**config.mk**
```make
export PLATFORM = sky130hd
export DESIGN_NAME = mem_access_ctrl
export DESIGN_NICKNAME = d
export VERILOG_FILES = /design/src/rtl/mem_pkg.sv /design/src/rtl/mem_load_ext.sv /design/src/rtl/mem_access_ctrl.sv
export SDC_FILE = /design/constraint.sdc
export NUM_CORES = 1
export LEC_CHECK = 0
export BUFFER_PORTS_ARGS = -buffer_cell sky130_fd_sc_hd__clkbuf_2
export CAP_MARGIN = 10
export CORE_MARGIN = 2
export CORE_UTILIZATION = 51
export CTS_CLUSTER_SIZE = 20
export DETAILED_ROUTE_END_ITERATION = 8
export MAX_ROUTING_LAYER = met4
export PLACE_DENSITY = 0.85
export SYNTH_ARGS = -nofsm -noshare
export SYNTH_HDL_FRONTEND = slang
export SYNTH_SLANG_ARGS = --single-unit
export TNS_END_PERCENT = 1
```
**constraint.sdc**
```tcl
create_clock -name clk -period 2.4 [get_ports clk]
set_clock_uncertainty 0.15 [all_clocks]
set_input_delay 0.12 -clock clk [delete_from_list [all_inputs] [get_ports clk]]
set_output_delay 0.12 -clock clk [all_outputs]
set_load 0.02 [all_outputs]
```
**src/rtl/mem_pkg.sv**
```systemverilog
// mem_pkg: shared encodings, request record and alignment check for the load/store sequencer
//   SZ_*      access size encodings carried on req_size
//   IDLE..    FSM state encoding (3 bits)
//   req_t     request fields latched at acceptance
//   misaligned() flags illegal size or misaligned offset
package mem_pkg;

    localparam logic [1:0] SZ_BYTE = 2'b00;
    localparam logic [1:0] SZ_HALF = 2'b01;
    localparam logic [1:0] SZ_WORD = 2'b10;

    localparam logic [2:0] IDLE  = 3'd0;
    localparam logic [2:0] READ  = 3'd1;
    localparam logic [2:0] LOAD  = 3'd2;
    localparam logic [2:0] MERGE = 3'd3;
    localparam logic [2:0] WRITE = 3'd4;

    typedef struct packed {
        logic        we;
        logic [1:0]  size;
        logic        uns;
        logic [1:0]  off;
        logic [31:0] wdata;
    } req_t;

    // Size 11 has no legal encoding, so it is reported as misaligned.
    function automatic logic misaligned(input logic [1:0] size, input logic [1:0] off);
        return (size == SZ_HALF && off[0]) || (size == SZ_WORD && off != 2'b00) || size == 2'b11;
    endfunction

endpackage

```
**src/rtl/mem_load_ext.sv**
```systemverilog
// mem_load_ext: selects the addressed byte/half of a DM word and sign/zero extends it
//   word  in  32  DM read word
//   off   in  2   byte offset within the word
//   size  in  2   access size
//   uns   in  1   1 = zero-extend, 0 = sign-extend
//   data  out 32  extended load data
module mem_load_ext
    import mem_pkg::*;
(
    input  logic [31:0] word,
    input  logic [1:0]  off,
    input  logic [1:0]  size,
    input  logic        uns,
    output logic [31:0] data
);

    logic [7:0]  b;
    logic [15:0] h;

    always_comb begin
        b    = word[{off, 3'b000} +: 8];
        h    = off[1] ? word[31:16] : word[15:0];
        data = size == SZ_BYTE ? {{24{b[7] & ~uns}}, b} :
               size == SZ_HALF ? {{16{h[15] & ~uns}}, h} : word;
    end

endmodule

```
**src/rtl/mem_access_ctrl.sv**
```systemverilog
// mem_access_ctrl: load/store sequencer between the MEM stage and a word-wide data memory
//   clk, rst_n                        clock, asynchronous active-low reset
//   req_valid/req_ready               request handshake, ready only in IDLE
//   req_we/size/unsigned/addr/wdata   request fields, latched on acceptance
//   rsp_valid/rsp_err/rsp_rdata       one-cycle response pulse with extended load data
//   dm_dmwr/dm_address/dm_din/dm_dout data memory port (registered read inside DM)
module mem_access_ctrl
    import mem_pkg::*;
#(
    parameter int DM_AW = 10
) (
    input  logic             clk,
    input  logic             rst_n,
    input  logic             req_valid,
    output logic             req_ready,
    input  logic             req_we,
    input  logic [1:0]       req_size,
    input  logic             req_unsigned,
    input  logic [31:0]      req_addr,
    input  logic [31:0]      req_wdata,
    output logic             rsp_valid,
    output logic             rsp_err,
    output logic [31:0]      rsp_rdata,
    output logic             dm_dmwr,
    output logic [DM_AW-1:0] dm_address,
    output logic [31:0]      dm_din,
    input  logic [31:0]      dm_dout
);

    logic [2:0]  state;
    req_t        r;
    logic        acc;
    logic        err;
    logic [31:0] ld;
    logic [31:0] mask;
    logic [31:0] merged;

    mem_load_ext u_ext (
        .word(dm_dout),
        .off (r.off),
        .size(r.size),
        .uns (r.uns),
        .data(ld)
    );

    always_comb begin
        req_ready = state == IDLE;
        dm_dmwr   = state == WRITE;
        acc       = req_valid && req_ready;
        err       = misaligned(req_size, req_addr[1:0]) || req_addr[31:DM_AW+2] != '0;
        // Lane mask of the bytes being replaced; the store data is shifted into the same lanes.
        mask      = r.size == SZ_BYTE ? 32'h0000_00FF << {r.off, 3'b000} : 32'h0000_FFFF << {r.off[1], 4'b0000};
        merged    = (dm_dout & ~mask) | ((r.wdata << (r.size == SZ_BYTE ? {r.off, 3'b000} : {r.off[1], 4'b0000})) & mask);
    end

    always_ff @(posedge clk or negedge rst_n) begin
        if (!rst_n) begin
            state      <= IDLE;
            r          <= '0;
            rsp_valid  <= 1'b0;
            rsp_err    <= 1'b0;
            rsp_rdata  <= '0;
            dm_address <= '0;
            dm_din     <= '0;
        end else begin
            rsp_valid <= 1'b0;
            rsp_err   <= 1'b0;
            rsp_rdata <= '0;
            case (state)
                IDLE: if (acc) begin
                    r          <= '{we: req_we, size: req_size, uns: req_unsigned, off: req_addr[1:0], wdata: req_wdata};
                    dm_address <= req_addr[DM_AW+1:2];
                    if (err) begin
                        rsp_valid <= 1'b1;
                        rsp_err   <= 1'b1;
                    end else if (req_we && req_size == SZ_WORD) begin
                        dm_din <= req_wdata;
                        state  <= WRITE;
                    end else begin
                        state <= READ;
                    end
                end
                READ:  state <= r.we ? MERGE : LOAD;
                LOAD: begin
                    rsp_valid <= 1'b1;
                    rsp_rdata <= ld;
                    state     <= IDLE;
                end
                MERGE: begin
                    dm_din <= merged;
                    state  <= WRITE;
                end
                WRITE: begin
                    rsp_valid <= 1'b1;
                    state     <= IDLE;
                end
                default: state <= IDLE;
            endcase
        end
    end

endmodule

```
==> run_results.csv <==
group,metric,value,unit
cts,cts_root_buffer,"clkbuf_8",
placed_design,portBuffers,180,
cells_and_area,area_delta_synth_final,36.87,%
synthesis,synth_edf_count,0,
drt,drc_errors,0,
drt,vias_per_cell,6.029,
setup_path,required,2.54,ns
floorplanning,start_util,52.39,%
hold_path,worstHoldStart,"req_wdata[18]",
floorplanning,rows,37,
setup_path,slowest_delay,0.47,ns
cts,clk_latency,0.37,ns
cts,h-tree-depth,3,
status,status,"complete, no violations",
synthesis,netlist_instances,588,
drt,wl_per_cell,18.94,um
floorplanning,dieArea,11450,um2
power_and_ir_drop,leakagePower,3.713,nW
synthesis,synth_top_family_by_area,"compound AO/OA/AOI/OAI gates",
cts,cts.sinks,101,
synthesis,seq_area_frac_synth,46.73,%
drt,drt_pre_antenna_iters,5,
global_routing,grt_pass1_wl,28.65,mm
global_routing,grt_pass1_vias,5671,
sta,grt_setup_unrepaired,"no",
setup_path,critPathMaxFanout,26,
sta,setup_tns,0,ns
synthesis,synth-simple-area-share,19.82,%
floorplanning,fp.dieW,107.0,um
cts,clk_pin_slew_worst_paths,0.11,ns
sta,worst_slack,0.2663,ns
synthesis,synth_area,5409,um2
sta,fmax,468.7,MHz
setup_path,cp.arrival,2.27,ns
synthesis,synth_xor_area_share,0,%
synthesis,synth_warnings,0,
floorplanning,io_pins,181,
sta,hold_viol_final,0,
synthesis,yosysUniqueCellTypes,48,
cts,cts_buffers,9,
synthesis,async_flop_share,100.0,%
drt,wirelength,18.27,mm
synthesis,synth-compound-area-share,21.05,%
drt,drt_iter0_drc,600,
synthesis,ys.flop_type,"dfrtp_1",
placed_design,dpl_worst_slack,0.3133,ns
cells_and_area,diodes,0,
synthesis,synth_fa_ha_area_share,0,%
global_routing,track_usage,32.93,%
drt,vias,5818,
sta,relSlewSlack,55.71,%
sta,tightest_slew,0.6623,ns
cells_and_area,drive_gt1_share,29.67,%
setup_path,worstSetupEndpointType,"flop",
drt,detail-route-antenna-nets,0,
global_routing,grt_overflow,0,
global_routing,grt_max_degree,49,
power_and_ir_drop,vdd_drop_max,659.9,uV
sta,finalSetupViolations,0,
setup_path,cp_slowest_cell,"dfrtp_1",
cts,cts_tree,"yes",
cts,ctsLongestPathBuffers,2,
setup_path,path_cells,"nor4b_4 -> buf_4 -> buf_4 -> and3_1 -> nand3_1 -> o211ai_1",
placed_design,hpwl,12.39,mm
power_and_ir_drop,power.density,1063,nW/um2
setup_path,rr_startpoint,"state[1]$_DFFE_PN0P_",
synthesis,synthMuxAreaShare,6.292,%
global_routing,grt_antenna_before_repair,0,
sta,fin_crit,2.134,ns
setup_path,start_kind,"flop",
floorplanning,core_area,10320,um2
setup_path,critPathKind,"reg2reg",
setup_path,crit_path_frequent_cell,"buf_4",
synthesis,ys_ff_latch,101,
sta,drv_slew,0,
synthesis,syn_avg_cell_area,9.199,um2
hold_path,hold_class,"in2reg",
job,cap_violations,0,
cts,postCtsSetupRepairBufs,0,
power_and_ir_drop,power,7.869,mW
setup_path,critical_path.startpoint,"state[1]$_DFFE_PN0P_",
synthesis,synth_nets,691,
placed_design,gp_congestion,0.9156,
cells_and_area,final_nets,927,
sta,fin_crit_sh,88.90,%
floorplanning,dieHeight,107.0,um
-- flip-flops by register name, summed over array words and instances, names as in the netlist --
name        flops
rsp_rdata      32
state           3
dm_din         32
r              22
dm_address     10
rsp_err         1
rsp_valid       1
-- power by group --
part	total, mW	switching, mW	internal [mW]
logic	4.00	2.43	1.57
registers	2.84	0.479	2.36
clock network	1.03	0.622	0.412
total	7.87	3.53	4.33
-- Yosys cell counts, drive strengths merged, types with 3 or more instances --
cell type / count / area (um2)
nand4: 16 / 100.1
nor4: 5 / 52.55
o211ai: 18 / 135.1
a311oi: 8 / 70.07
or4: 4 / 30.03
o21ai: 13 / 76.33
mux2i: 16 / 160.2
nor4b: 9 / 85.08
nor2b: 3 / 18.77
clkbuf: 32 / 122.6
a21oi: 35 / 175.2
o21bai: 16 / 123.9
and3: 14 / 87.58
dfrtp: 101 / 2527
nand3: 15 / 75.07
o21ba: 8 / 80.08
nor3: 3 / 15.01
buf: 26 / 128.9
o311ai: 16 / 140.1
o31ai: 18 / 135.1
inv: 21 / 78.82
a31oi: 24 / 156.4
nor2: 12 / 45.04
nand2: 136 / 518.0
mux4: 8 / 180.2
-- cell type report --
type                    instances  area, um2
clock buffers                  10      137.6
inverters                      21      78.83
clock inverters                 6      45.04
well taps                     136      170.2
flip-flops and latches        101       2527
repair buffers                283       1884
multi-input cells             408       2560
fillers                       731       2920
-- final timing paths --
kind | endpoint | slack [ns] | depth (start not counted)
worst max-delay path | dm_din[21]$_DFFE_PN0P_ | 0.27 | 6
worst min-delay path | dm_din[18]$_DFFE_PN0P_ | 0.007 | 4
worst max register to register | dm_din[21]$_DFFE_PN0P_ | 0.27 | 6
worst min register to register | r[8]$_DFFE_PN0P_ | 0.32 | 2
max in group asynchronous | r[15]$_DFFE_PN0P_ | 1.32 | 3
min in group asynchronous | dm_din[6]$_DFFE_PN0P_ | 0.12 | 2
-- layout by cell type (no fill, tap or decap), types with 10 or more instances in the layout --
master and count:
and3_1 14, dfrtp_1 101, o311ai_0 13, o21ai_0 12, clkbuf_2 179, clkbuf_8 10
o31ai_1 18, o21bai_1 15, a31oi_1 23, inv_1 20, nor2_1 12, dlygate4sd3_1 78
mux2i_1 16, o211ai_1 18, a21oi_1 35, nand3_1 15, buf_4 25, nand4_1 16
nand2_1 135
-- cell families (layout without fill, tap and decap cells) --
logic type             after synthesis  after routing
multiplexers                        24             24
flip-flops                         101            101
AND/OR/NAND/NOR                    223            223
AO/OA/AOI/OAI                      161            161
buffers and inverters               79            320
-- critical path, delay by kind of cell, from the launching register on --
| family | cells | cell delay [ns] |
|---|---|---|
| and+or+nand+nor | 3 | 0.67 |
| AOI/OAI and AO/OA | 1 | 0.13 |
| DFF | 1 | 0.47 |
| buffers and inverters | 2 | 0.63 |
-- routing by layer --
| layer | wire (um) | vias up | global-route usage, % |
|---|---|---|---|
| li1 | - | 2602 | - |
| met1 | 7430 | 2745 | 42.93 |
| met2 | 8765 | 390 | 52.55 |
| met3 | 1387 | 81 | 4.195 |
| met4 | 689 | 0 | 13.54 |
| met5 | 0 | - | - |
-- per-stage QoR --
stage | cell area, um2 | cells | hold slack, ns | util [%]
floorplan | 5409 | 588 | -0.3256 | -
detailed placement | 6440 | 871 | -0.03007 | 62.38
finish | 7403 | 965 | 0.006916 | 71.71
global placement | 6440 | 871 | -0.03753 | 62.38
global route | 7403 | 965 | 0.05807 | 71.71
CTS | 7403 | 965 | 0.002104 | 71.71
-- repair_timing --
item | in CTS | in global routing
endpoints found under the hold margin | 146 | 0
hold buffers | 78 | 0
resized for setup | 0 | 0
Power figures use the tool's default switching activity.
